**src/rtl/gtp_link_ctrl.sv**
```systemverilog
// SATA link bring-up/recovery sequencer: drives the OOB engine's StartComm, times out stalled
// negotiations with retry/back-off, debounces link_up and reports ready/drop/fail status.
module gtp_link_ctrl #(
    parameter int unsigned C_PULSE_CYC = 16,
    parameter logic [23:0] C_LINK_TMO  = 24'd1000000,
    parameter logic [23:0] C_BACKOFF   = 24'd4096,
    parameter int unsigned C_MAX_RETRY = 7,
    parameter int unsigned C_DEBOUNCE  = 8
) (
    input  logic       sys_clk,
    input  logic       sys_rst_n,
    input  logic       port_enable,
    input  logic       port_reset_req,
    input  logic       plllkdet,
    input  logic       tx_sync_done,
    input  logic       link_up,
    input  logic       CommInit,
    output logic       StartComm,
    output logic       link_ready,
    output logic       link_fail,
    output logic       link_drop,
    output logic [3:0] retry_cnt,
    output logic [2:0] ctrl_state
);

    typedef enum logic [2:0] {
        StOff      = 3'd0,
        StWaitPhy  = 3'd1,
        StPulse    = 3'd2,
        StWaitLink = 3'd3,
        StUp       = 3'd4,
        StBackoff  = 3'd5,
        StFail     = 3'd6
    } state_e;

    localparam logic [23:0] PulseLast   = 24'(C_PULSE_CYC - 1);
    localparam logic [23:0] TmoLast     = C_LINK_TMO - 24'd1;
    localparam logic [23:0] BackoffLast = C_BACKOFF - 24'd1;
    localparam logic [3:0]  MaxRetry    = 4'(C_MAX_RETRY);
    localparam logic [7:0]  DebCnt      = 8'(C_DEBOUNCE);

    state_e      state_q, state_d;
    logic [23:0] timer_q, timer_d;
    logic [7:0]  deb_q, deb_d;
    logic [3:0]  retry_q, retry_d;
    logic        pll_q;
    logic        start_q, ready_q, fail_q, drop_q, drop_d;
    logic        pll_fall;

    assign pll_fall = pll_q & ~plllkdet;

    always_comb begin
        state_d = state_q;
        timer_d = '0;
        deb_d   = '0;
        retry_d = retry_q;
        drop_d  = 1'b0;

        if (!port_enable) begin
            state_d = StOff;
        end else if (port_reset_req && (state_q != StOff)) begin
            state_d = StPulse;
            retry_d = '0;
        end else if (pll_fall && (state_q inside {StPulse, StWaitLink, StUp, StBackoff})) begin
            state_d = StWaitPhy;
        end else begin
            case (state_q)
                StOff: state_d = StWaitPhy;
                StWaitPhy: begin
                    if (plllkdet && tx_sync_done) state_d = StPulse;
                end
                StPulse: begin
                    timer_d = timer_q + 24'd1;
                    if (timer_q == PulseLast) state_d = StWaitLink;
                end
                StWaitLink: begin
                    timer_d = timer_q + 24'd1;
                    deb_d   = link_up ? deb_q + 8'd1 : 8'd0;
                    // Debounce completion takes precedence over a coincident timeout.
                    if (deb_d == DebCnt) begin
                        state_d = StUp;
                        retry_d = '0;
                    end else if (timer_q == TmoLast) begin
                        retry_d = (retry_q >= MaxRetry) ? MaxRetry : retry_q + 4'd1;
                        state_d = (retry_d == MaxRetry) ? StFail : StBackoff;
                    end
                end
                StBackoff: begin
                    timer_d = timer_q + 24'd1;
                    if (timer_q == BackoffLast) state_d = StWaitLink;
                end
                StUp: begin
                    if (!link_up || CommInit) begin
                        state_d = StPulse;
                        drop_d  = 1'b1;
                    end
                end
                StFail: state_d = StFail;
                default: state_d = StOff;
            endcase
        end

        // Every state entry starts its timer from zero.
        if (state_d != state_q) timer_d = '0;
    end

    always_ff @(posedge sys_clk or negedge sys_rst_n) begin
        if (!sys_rst_n) begin
            state_q <= StOff;
            timer_q <= '0;
            deb_q   <= '0;
            retry_q <= '0;
            pll_q   <= 1'b0;
            start_q <= 1'b1;
            ready_q <= 1'b0;
            fail_q  <= 1'b0;
            drop_q  <= 1'b0;
        end else begin
            state_q <= state_d;
            timer_q <= timer_d;
            deb_q   <= deb_d;
            retry_q <= retry_d;
            pll_q   <= plllkdet;
            start_q <= state_d inside {StOff, StWaitPhy, StPulse, StBackoff, StFail};
            ready_q <= (state_d == StUp);
            fail_q  <= (state_d == StFail);
            drop_q  <= drop_d;
        end
    end

    assign StartComm  = start_q;
    assign link_ready = ready_q;
    assign link_fail  = fail_q;
    assign link_drop  = drop_q;
    assign retry_cnt  = retry_q;
    assign ctrl_state = state_q;

endmodule

```
**config.mk**
```make
export PLATFORM = sky130hd
export DESIGN_NAME = gtp_link_ctrl
export DESIGN_NICKNAME = d
export VERILOG_FILES = /design/src/rtl/gtp_link_ctrl.sv
export SDC_FILE = /design/constraint.sdc
export NUM_CORES = 1
export LEC_CHECK = 0
export CORE_MARGIN = 5
export CORE_UTILIZATION = 55
export DETAILED_ROUTE_END_ITERATION = 7
export DONT_BUFFER_PORTS = 1
export MAX_ROUTING_LAYER = met4
export PLACE_DENSITY = 0.7
export SYNTH_ARGS = -nofsm -noshare
export SYNTH_HDL_FRONTEND = slang
export SYNTH_SLANG_ARGS = --single-unit
```
**constraint.sdc**
```tcl
create_clock -name sys_clk -period 2.2 [get_ports sys_clk]
set_input_delay 0.55 -clock sys_clk [delete_from_list [all_inputs] [get_ports sys_clk]]
set_output_delay 0.55 -clock sys_clk [all_outputs]
set_load 0.05 [all_outputs]
```
==> flow_summary.toml, run 1 <==
[placement]
hpwl_um = 4410
place_ws_ps = -32.5
gp_congestion = 0.935
port_buffers = 0

[final_layout]
register_area_um2 = 1110
multi_input_area_um2 = 1690
antenna_cells = 0
syn_to_final_growth_pct = 30.2
nNetsFinal = 334
fillerInstances = 330
drive_above_1_share = 0.355

[min_path]
min_path_type = "primary input to asynchronous set/reset pin"

[yosys]
synth.avg_cell_area_um2 = 9.56
synth_largest_area_cell = "dfrtp_1"
syn_area_um2 = 2630
syn_nets = 286
synth_edf_count = 0
ys.flop_type = "dfrtp_1"
ys_seq_area_frac = 0.419
async_flop_share = 1.00
ys_top_cells_by_area = "dfrtp_1 (41%), xnor2_1 (4.7%), xor2_1 (4.7%)"
postSynthCellCount = 275
synth_top_area_frac = 0.409
synth-seq-cells = 44
synth_cell_type_count = 59
ys_warn_count = 0

[grt]
use_met3 = 0.0385
grt_pass1_wl_um = 10700
grt.busiest_layer = "met2"
antenna_found_initial = 0
gr-usage-met1 = 0.270
grt_start_max_net_pins = 44
gr-total-overflow = 0
grt_use_total = 0.222
use_met2 = 0.375
grt_pass1_vias = 2261

[worst_setup_path]
cp.arrival_ps = 2420
worst_setup_path_start_kind = "register"
end_kind = "register"
critical_path_class = "register to register"
crit_fanout = 6
crit_required_ps = 2390
r2r_slack_ps = -30

[sta]
setup_viol = 24
drv_slew = 0
layout_setup_ws_ps = -32.9
max_slew_margin = 0.691
post-route-min-period_ps = 2230
worst_pin_slew_ps = 464
skew_ps = 6.63
final_hold_viol_count = 0
hold_ws_ps = 89.5
max_freq_mhz = 448
fin_crit_sh = 1.01
grt_setup_unrepaired = "true"

[route]
num_vias = 2355
drt-vias-per-instance = 6.23
routed_wl_um = 6790
drt-initial-drc-count = 88
drc = 0
dr.pass1.iters = 4
ant_nets = 0
wl_per_cell_um = 18.0

[pwr]
p_sw_uw = 553
pwr-share-comb = 0.234
power.leakage_nw = 1.41
p_seq_frac = 0.478
internal_power_mw = 1.25
total_power_mw = 1.81
p_clk_frac = 0.288
peakVddDrop_mv = 0.284
p_sw_frac = 0.306
power_per_cell_area_nw_per_um2 = 527

[clocking]
clock-root-buffer = "clkbuf_8"
cts.clk_slew.worst_paths_ps = 80
clkSinkCount = 44
cts_max_level = 2
cts_buffers = 5
cts_tree = "yes"
clk_latency_ps = 290
cts_buffer_depth = 2

[floorplanning]
die_x_um = 79.2
rows = 25
die-area_um2 = 6260
num_io_pins = 19
start_util = 0.561
die_h_um = 79.2
core_um2 = 4690

[status]
outcome = "finished, violations left"
violations = "negative setup slack"

[flow_run]
drv_cap = 0
## layer usage
layer	vias to the layer above	share of wire
met3	17	0.048
met2	66	0.50
met5	-	0
li1	1106	-
met1	1166	0.43
met4	0	0.021
## registers in the layout (all words and copies together), names as in the netlist
| signal | count |
|---|---|
| link_ready | 1 |
| link_fail | 1 |
| ctrl_state | 3 |
| StartComm | 1 |
| deb_q | 8 |
| retry_cnt | 4 |
| timer_q | 24 |
| link_drop | 1 |
| pll_q | 1 |
## cells in the mapped netlist (6+ instances only)
library cell,count
nand2_1,29
nand4_1,7
nor4_1,9
nor3_1,18
xor2_1,14
nor2_1,27
a21oi_1,7
and3_1,7
nor2b_1,6
xnor2_1,14
dfrtp_1,43
nand3_1,11
inv_1,6
## final cells by class
| type | count | share of cell area |
|---|---|---|
| Clock buffer | 6 | 0.0241 |
| Clock inverter | 2 | 0.00292 |
| Inverter | 6 | 0.00658 |
| Multi-Input combinational cell | 216 | 0.495 |
| Sequential cell | 44 | 0.324 |
| Tap cell | 54 | 0.0197 |
| Timing Repair Buffer | 50 | 0.128 |
## layout by cell type, fill, tap and decap left out, types with 6 or more instances in the layout
cell and instances:
inv_1 6, nand2_1 27, dfrtp_2 6, clkbuf_8 6, xor2_1 13, and3_1 6, xnor2_1 12, nand3_1 10
nor3_1 14, nand4_1 7, dfrtp_1 37, buf_4 44, nor2_1 19
## worst max-delay path: stages, from the launching register on
cell and delay (ps):
dfrtp_1 430, ha_4 200, xnor2_2 150, nand4b_1 180, a2111oi_4 450, a21oi_2 180, o21ai_4 270, clkbuf_16 220
nor3_2 50
## cells by family (layout without fill, tap and decap cells)
family | count (synthesis) | after routing | share of synthesized area
buffers and inverters | 15 | 64 | 0.0257
adder cells (fa/ha/maj) | 4 | 4 | 0.0181
AO/OA/AOI/OAI | 39 | 39 | 0.131
flip-flops | 44 | 44 | 0.419
AND/OR/NAND/NOR | 145 | 145 | 0.313
XOR/XNOR | 28 | 28 | 0.0932
## metrics by stage
| stage | area [um^2] | utilization | setup TNS (ps) | std cells |
|---|---|---|---|---|
| global route | 3420 | 0.730 | -3510 | 378 |
| global placement | 3010 | 0.641 | 0 | 363 |
| finish | 3420 | 0.730 | -323 | 378 |
| detailed placement | 3010 | 0.641 | -50.4 | 363 |
| floorplan | 2640 | - | -8.12 | 275 |
| CTS | 3130 | 0.667 | 0 | 372 |
## final timing paths
check                                      endpoint  depth (start not counted)               start
max reg2reg                    timer_q[4]$_DFF_PN0_                          8  deb_q[0]$_DFF_PN0_
min                             StartComm$_DFF_PN1_                          0           sys_rst_n
min in group sys_clk                pll_q$_DFF_PN0_                          0            plllkdet
max                            timer_q[4]$_DFF_PN0_                          8  deb_q[0]$_DFF_PN0_
max in group asynchronous  retry_cnt[0]$_DFFE_PN0P_                          1           sys_rst_n
min reg2reg                      deb_q[0]$_DFF_PN0_                          1  deb_q[0]$_DFF_PN0_
## power by group through the flow
stage | Clock (mW) | Sequential, mW | Combinational (mW)
floorplan | 0 | 0.887 | 0.192
global placement | 0 | 0.879 | 0.311
detailed placement | 0 | 0.878 | 0.314
global route | 0.579 | 0.866 | 0.449
finish | 0.521 | 0.863 | 0.422
CTS | 0.535 | 0.862 | 0.335
## repair_timing
item,4_1_cts,5_1_grt
hold buffers,1,0
endpoints found under the hold margin,43,0
endpoints found under the setup margin,9,32
setup buffers,0,4
pin swaps,0,17
gates cloned,0,2
resized for setup,2,46
Note: power is estimated with default switching activity, not from simulation.
==> run 2, diff against run 1 <==
- CTS_CLUSTER_DIAMETER: unset -> 80
==> results of run 2 <==
Same layout as run 1: the final DEF is identical, and so are final timing and power.
==> run 3, diff against run 2 <==
- PLACE_DENSITY: 0.7 -> unset
- PLACE_DENSITY_LB_ADDON: unset -> 0.12
==> run 3 against run 2 <==
The run still ends with negative setup slack left. Via count is 1.3% higher. Register-to-register slack got worse by 110 ps. Critical endpoint is now timer_q[5]$_DFF_PN0_. Sequential share of layout area fell by 1.5 points. Clock skew shrank 1.0 ps. Critical path type unchanged. Power up 2.7%. Critical path depth is the same. Non-clock buffer count is 8 higher.
==> flow_summary.toml, run 3 (synthesis results as in run 1) <==
[status]
outcome = "finished, violations left"
violations = "negative setup slack"

[floorplanning]
num_io_pins = 19
die_h_um = 79.2
rows = 25
die_x_um = 79.2
core_um2 = 4690
start_util = 0.561
die-area_um2 = 6260

[worst_setup_path]
end_kind = "register"
reg2regPathDepth = 8
worst_setup_path_start_kind = "register"
crit_fanout = 6
crit_required_ps = 2380
rr_startpoint = "deb_q[4]$_DFF_PN0_"
r2r_slack_ps = -140
worstReg2RegEnd = "timer_q[5]$_DFF_PN0_"
cp.arrival_ps = 2520
critical_path_class = "register to register"

[route]
dr.pass1.iters = 4
drt-vias-per-instance = 6.18
num_vias = 2386
ant_nets = 0
drc = 0
drt-initial-drc-count = 228
routed_wl_um = 6840
wl_per_cell_um = 17.7

[clocking]
cts_tree = "yes"
clkSinkCount = 44
clk_latency_ps = 300
cts_max_level = 2
cts_buffer_depth = 2
cts.clk_slew.worst_paths_ps = 80
cts_buffers = 5
clock-root-buffer = "clkbuf_8"

[flow_run]
drv_cap = 0

[final_layout]
largest_reg_flops = 24
layout.cells.most_common = "buf_4"
fillerInstances = 322
final_core_util = 0.765
antenna_cells = 0
drive_above_1_share = 0.367
nNetsFinal = 342
design_area_um2 = 3590
final_cell_mix = "buf_4 (46), dfrtp_1 (38), nand2_1 (28)"
syn_to_final_growth_pct = 36.4
largest_register = "timer_q"

[grt]
grt_pass1_wl_um = 10900
antenna_found_initial = 0
gr-total-overflow = 0
grt_start_max_net_pins = 44
grt_pass1_vias = 2260
grt_use_total = 0.231

[sta]
max_slew_margin = 0.702
max_freq_mhz = 427
layout_setup_ws_ps = -142
post-route-min-period_ps = 2340
drv_slew = 0
setup_viol = 24
worst_pin_slew_ps = 448
grt_setup_unrepaired = "true"
skew_ps = 5.63
fin_crit_sh = 1.06
final_hold_viol_count = 0
hold_ws_ps = 92.2

[pwr]
peakVddDrop_mv = 0.327
power_per_cell_area_nw_per_um2 = 517
total_power_mw = 1.85
power.leakage_nw = 1.44

[placement]
port_buffers = 0
hpwl_um = 4290
gp_congestion = 0.946
dpl_cell_area_um2 = 3030

[min_path]
min_path_type = "primary input to asynchronous set/reset pin"
[run 3: critical path, cell delays in order (launching register included)]
cell and delay (ps):
dfrtp_1 430, and4_4 280, a41oi_1 220, a2111oi_4 480, a21oi_2 130, buf_4 180
o211ai_4 250, clkbuf_16 210, nor4_2 50
[run 3: worst max-delay path by stage]
| stage | start | endpoint | slack (ps) |
|---|---|---|---|
| 2_1_floorplan | retry_cnt[0]$_DFFE_PN0P_ | timer_q[9]$_DFF_PN0_ | -8 |
| 3_3_place_gp | deb_q[1]$_DFF_PN0_ | timer_q[3]$_DFF_PN0_ | 10 |
| 3_5_place_dp | deb_q[1]$_DFF_PN0_ | timer_q[3]$_DFF_PN0_ | -90 |
| 4_1_cts | retry_cnt[0]$_DFFE_PN0P_ | timer_q[5]$_DFF_PN0_ | -30 |
| 5_1_grt | deb_q[4]$_DFF_PN0_ | timer_q[19]$_DFF_PN0_ | -200 |
| 6_report | deb_q[4]$_DFF_PN0_ | timer_q[5]$_DFF_PN0_ | -140 |
[run 3: final cells by class]
cell class	count	area (um^2)	share of cell area
Multi-Input combinational cell	216	1780	0.495
Sequential cell	44	1110	0.309
Timing Repair Buffer	58	522	0.145
Clock buffer	8	90.1	0.0251
Tap cell	54	67.6	0.0188
Inverter	6	22.5	0.00628
[run 3: through the flow]
stage	setup WS, ps	instances	setup TNS (ps)
5_1_grt	-202	386	-4030
4_1_cts	-26.7	382	-61.7
6_report	-142	386	-2090
3_5_place_dp	-88.0	366	-1940
2_1_floorplan	-8.12	275	-8.12
3_3_place_gp	9.88	366	0
[run 3: what timing repair did]
item | 4_1_cts | 5_1_grt
resized for setup | 15 | 48
setup endpoints to repair | 32 | 32
hold buffers | 1 | 0
gates cloned | 1 | 2
buffers inserted | 6 | 4
pin swaps | 6 | 23
hold endpoints to repair | 43 | 0
[run 3: routing by layer]
metal	routed length [um]	up-vias	track usage
li1	-	1117	-
met1	2880	1176	0.292
met2	3410	78	0.359
met3	396	15	0.0510
met4	148	0	0.0962
met5	0	-	-
[run 3: report_power, final]
group          switching (mW)  leakage [nW]  total, mW  internal [mW]
Sequential             0.0407         0.599      0.865          0.825
Combinational           0.265         0.798      0.475          0.210
Clock                   0.258        0.0455      0.514          0.256
==> RTL edit (config.mk and constraints of run 1) <==
Make the reset (`sys_rst_n`) synchronous in one clocked block.
--- a/src/rtl/gtp_link_ctrl.sv
+++ b/src/rtl/gtp_link_ctrl.sv
@@ -104,7 +104,7 @@
         if (state_d != state_q) timer_d = '0;
     end
 
-    always_ff @(posedge sys_clk or negedge sys_rst_n) begin
+    always_ff @(posedge sys_clk) begin
         if (!sys_rst_n) begin
             state_q <= StOff;
             timer_q <= '0;
Formal check against the unedited RTL: differs if sys_rst_n is asserted again (counterexample within 4 cycles, from zero or initial values and one cycle with sys_rst_n low); with sys_rst_n held inactive, the same outputs for 10 cycles.
==> RTL edit against run 1 <==
- the flow still finishes with violations (negative setup slack)
- design area down 21%
- area after synthesis down 18%
- worst setup slack worse by 0.0090 ns
- sequential share of layout area up 0.28 points
- critical path depth unchanged
- sequential cell count unchanged
- routed wire length down 29%
Power is not compared: it rests on default switching activity, and its combinational part moved more than twofold at a synthesized area within 25%.
==> RTL edit: results (changes against run 1) <==
stage	metric	value	unit	change
outcome	outcome	finished with violations		
outcome	failing checks	negative setup slack		
finish	nets	313		-6.3%
synth	Post-synth ARST share	0	%	-100 points
detailed_routing	drt total wl	4850	um	-29%
synth	register area share after synthesis	40.8	%	-1.1 points
global_routing	first-pass GRT wire length	8000	um	-25%
placement	Area after DPL	2530	um2	-16%
global_routing	initial antenna violation count	0		unchanged
global_routing	number of global-route vias before repair	1891		-16%
synth	count of cell types in the netlist	51		-14%
clocking	post_cts resized	7		+5
synth	Synth Area in Compound Gates	11.6	%	-1.5 points
global_routing	met3 Track Usage GR	5.23	%	+1.4 points
worst_setup_path	Slowest-stage cell, CP	or4_4		
sta	smallest hold slack	0.378	ns	+0.288 ns
synth	Post-Syn Nets	266		-7.0%
pwr	register share of total power	58.7	%	
worst_setup_path	reg2reg start	timer_q[14]		
finish	n_diodes	0		unchanged
detailed_routing	drt via density	5.53		-11%
global_routing	largest net degree at the start of global routing	25		-43%
global_routing	GRT Total Usage	19.8	%	-2.4 points
clocking	Post CTS Setup Buffer Count	1		+1
worst_setup_path	reg2reg end	timer_q[14]		
detailed_routing	M1 WL	2090	um	-29%
worst_setup_path	critical-path maximum fanout	24		+18
placement	DP Wirelength	3430	um	-22%
synth	top post-synthesis cells by area	dfxtp_1 (41%), nor2_1 (8.2%), xnor2_1 (6.9%)		
global_routing	met2 Track Usage GR	33.7	%	-3.9 points
worst_setup_path	delay-heaviest family, CP	simple AND/OR/NAND/NOR gates		
detailed_routing	WL met2	2400	um	-29%
hold_path	Min-Delay Path Class	in2reg		
placement	placed instance count	342		-5.8%
sta	post-route worst setup slack	-0.0419	ns	-0.00897 ns
sta	TNS Setup	-0.587	ns	-0.264 ns
sta	Max-Slew Margin vs Limit	68.0	%	-1.1 points
synth	Post-Synth Adder-Cell Area	2.20	%	+0.39 points
detailed_routing	metal3 WL	230	um	-30%
synth	Commonest cells post-synth	nor2_1 (47), dfxtp_1 (44), nand2_1 (23)		
clocking	cts bufs inserted	5		unchanged
finish	Top reg by flops	timer_q		
synth	post-synthesis xor/xnor area fraction	11.0	%	+1.6 points
sta	Setup violations, final	24		unchanged
worst_setup_path	R2R cell count	8		unchanged
finish	non-filler cells, final	351		-7.1%
placement	pre-CTS setup slack	-0.0769	ns	-0.0444 ns
hold_path	hold depth	1		
synth	mux cell area share after synthesis	0.927	%	+0.93 points
placement	gpl congestion	0.878		-6.0%
synth	Main synth FF type	dfxtp_1		
global_routing	met1 usage	21.7	%	-5.4 points
synth	synthesized area per cell	8.47	um2	-11%
detailed_routing	Initial DRC Count	109		+24%
worst_setup_path	max incr delay on CP	0.55	ns	+0.10 ns
sta	Final Skew	0.00738	ns	+0.000746 ns
worst_setup_path	CP arrival	2.43	ns	
==> RTL edit: cell types whose count changed after synthesis, sizes merged, moves of 6 or more <==
cell	run 1	this run
o21ai	2	9
nor3	19	5
dfxtp	0	44
dfrtp	43	0
nor2	27	47
nand2	29	23
nor4	11	4
==> RTL edit: final cells by class <==
type / count / area (um2)
Inverter: 7 / 26.3
Tap cell: 48 / 60.1
Multi-Input combinational cell: 200 / 1300
Clock buffer: 8 / 90.1
Timing Repair Buffer: 44 / 347
Fill cell: 302 / 1040
Sequential cell: 44 / 885
==> RTL edit: worst max path at each step <==
stage                  from            end  cells past startpoint
6_report        timer_q[14]    timer_q[14]                      8
5_1_grt         timer_q[14]    timer_q[14]                      8
4_1_cts         timer_q[14]    timer_q[14]                      8
3_5_place_dp    timer_q[21]     link_ready                      8
2_1_floorplan  retry_cnt[0]  ctrl_state[1]                      8
3_3_place_gp    timer_q[21]    timer_q[21]                      8
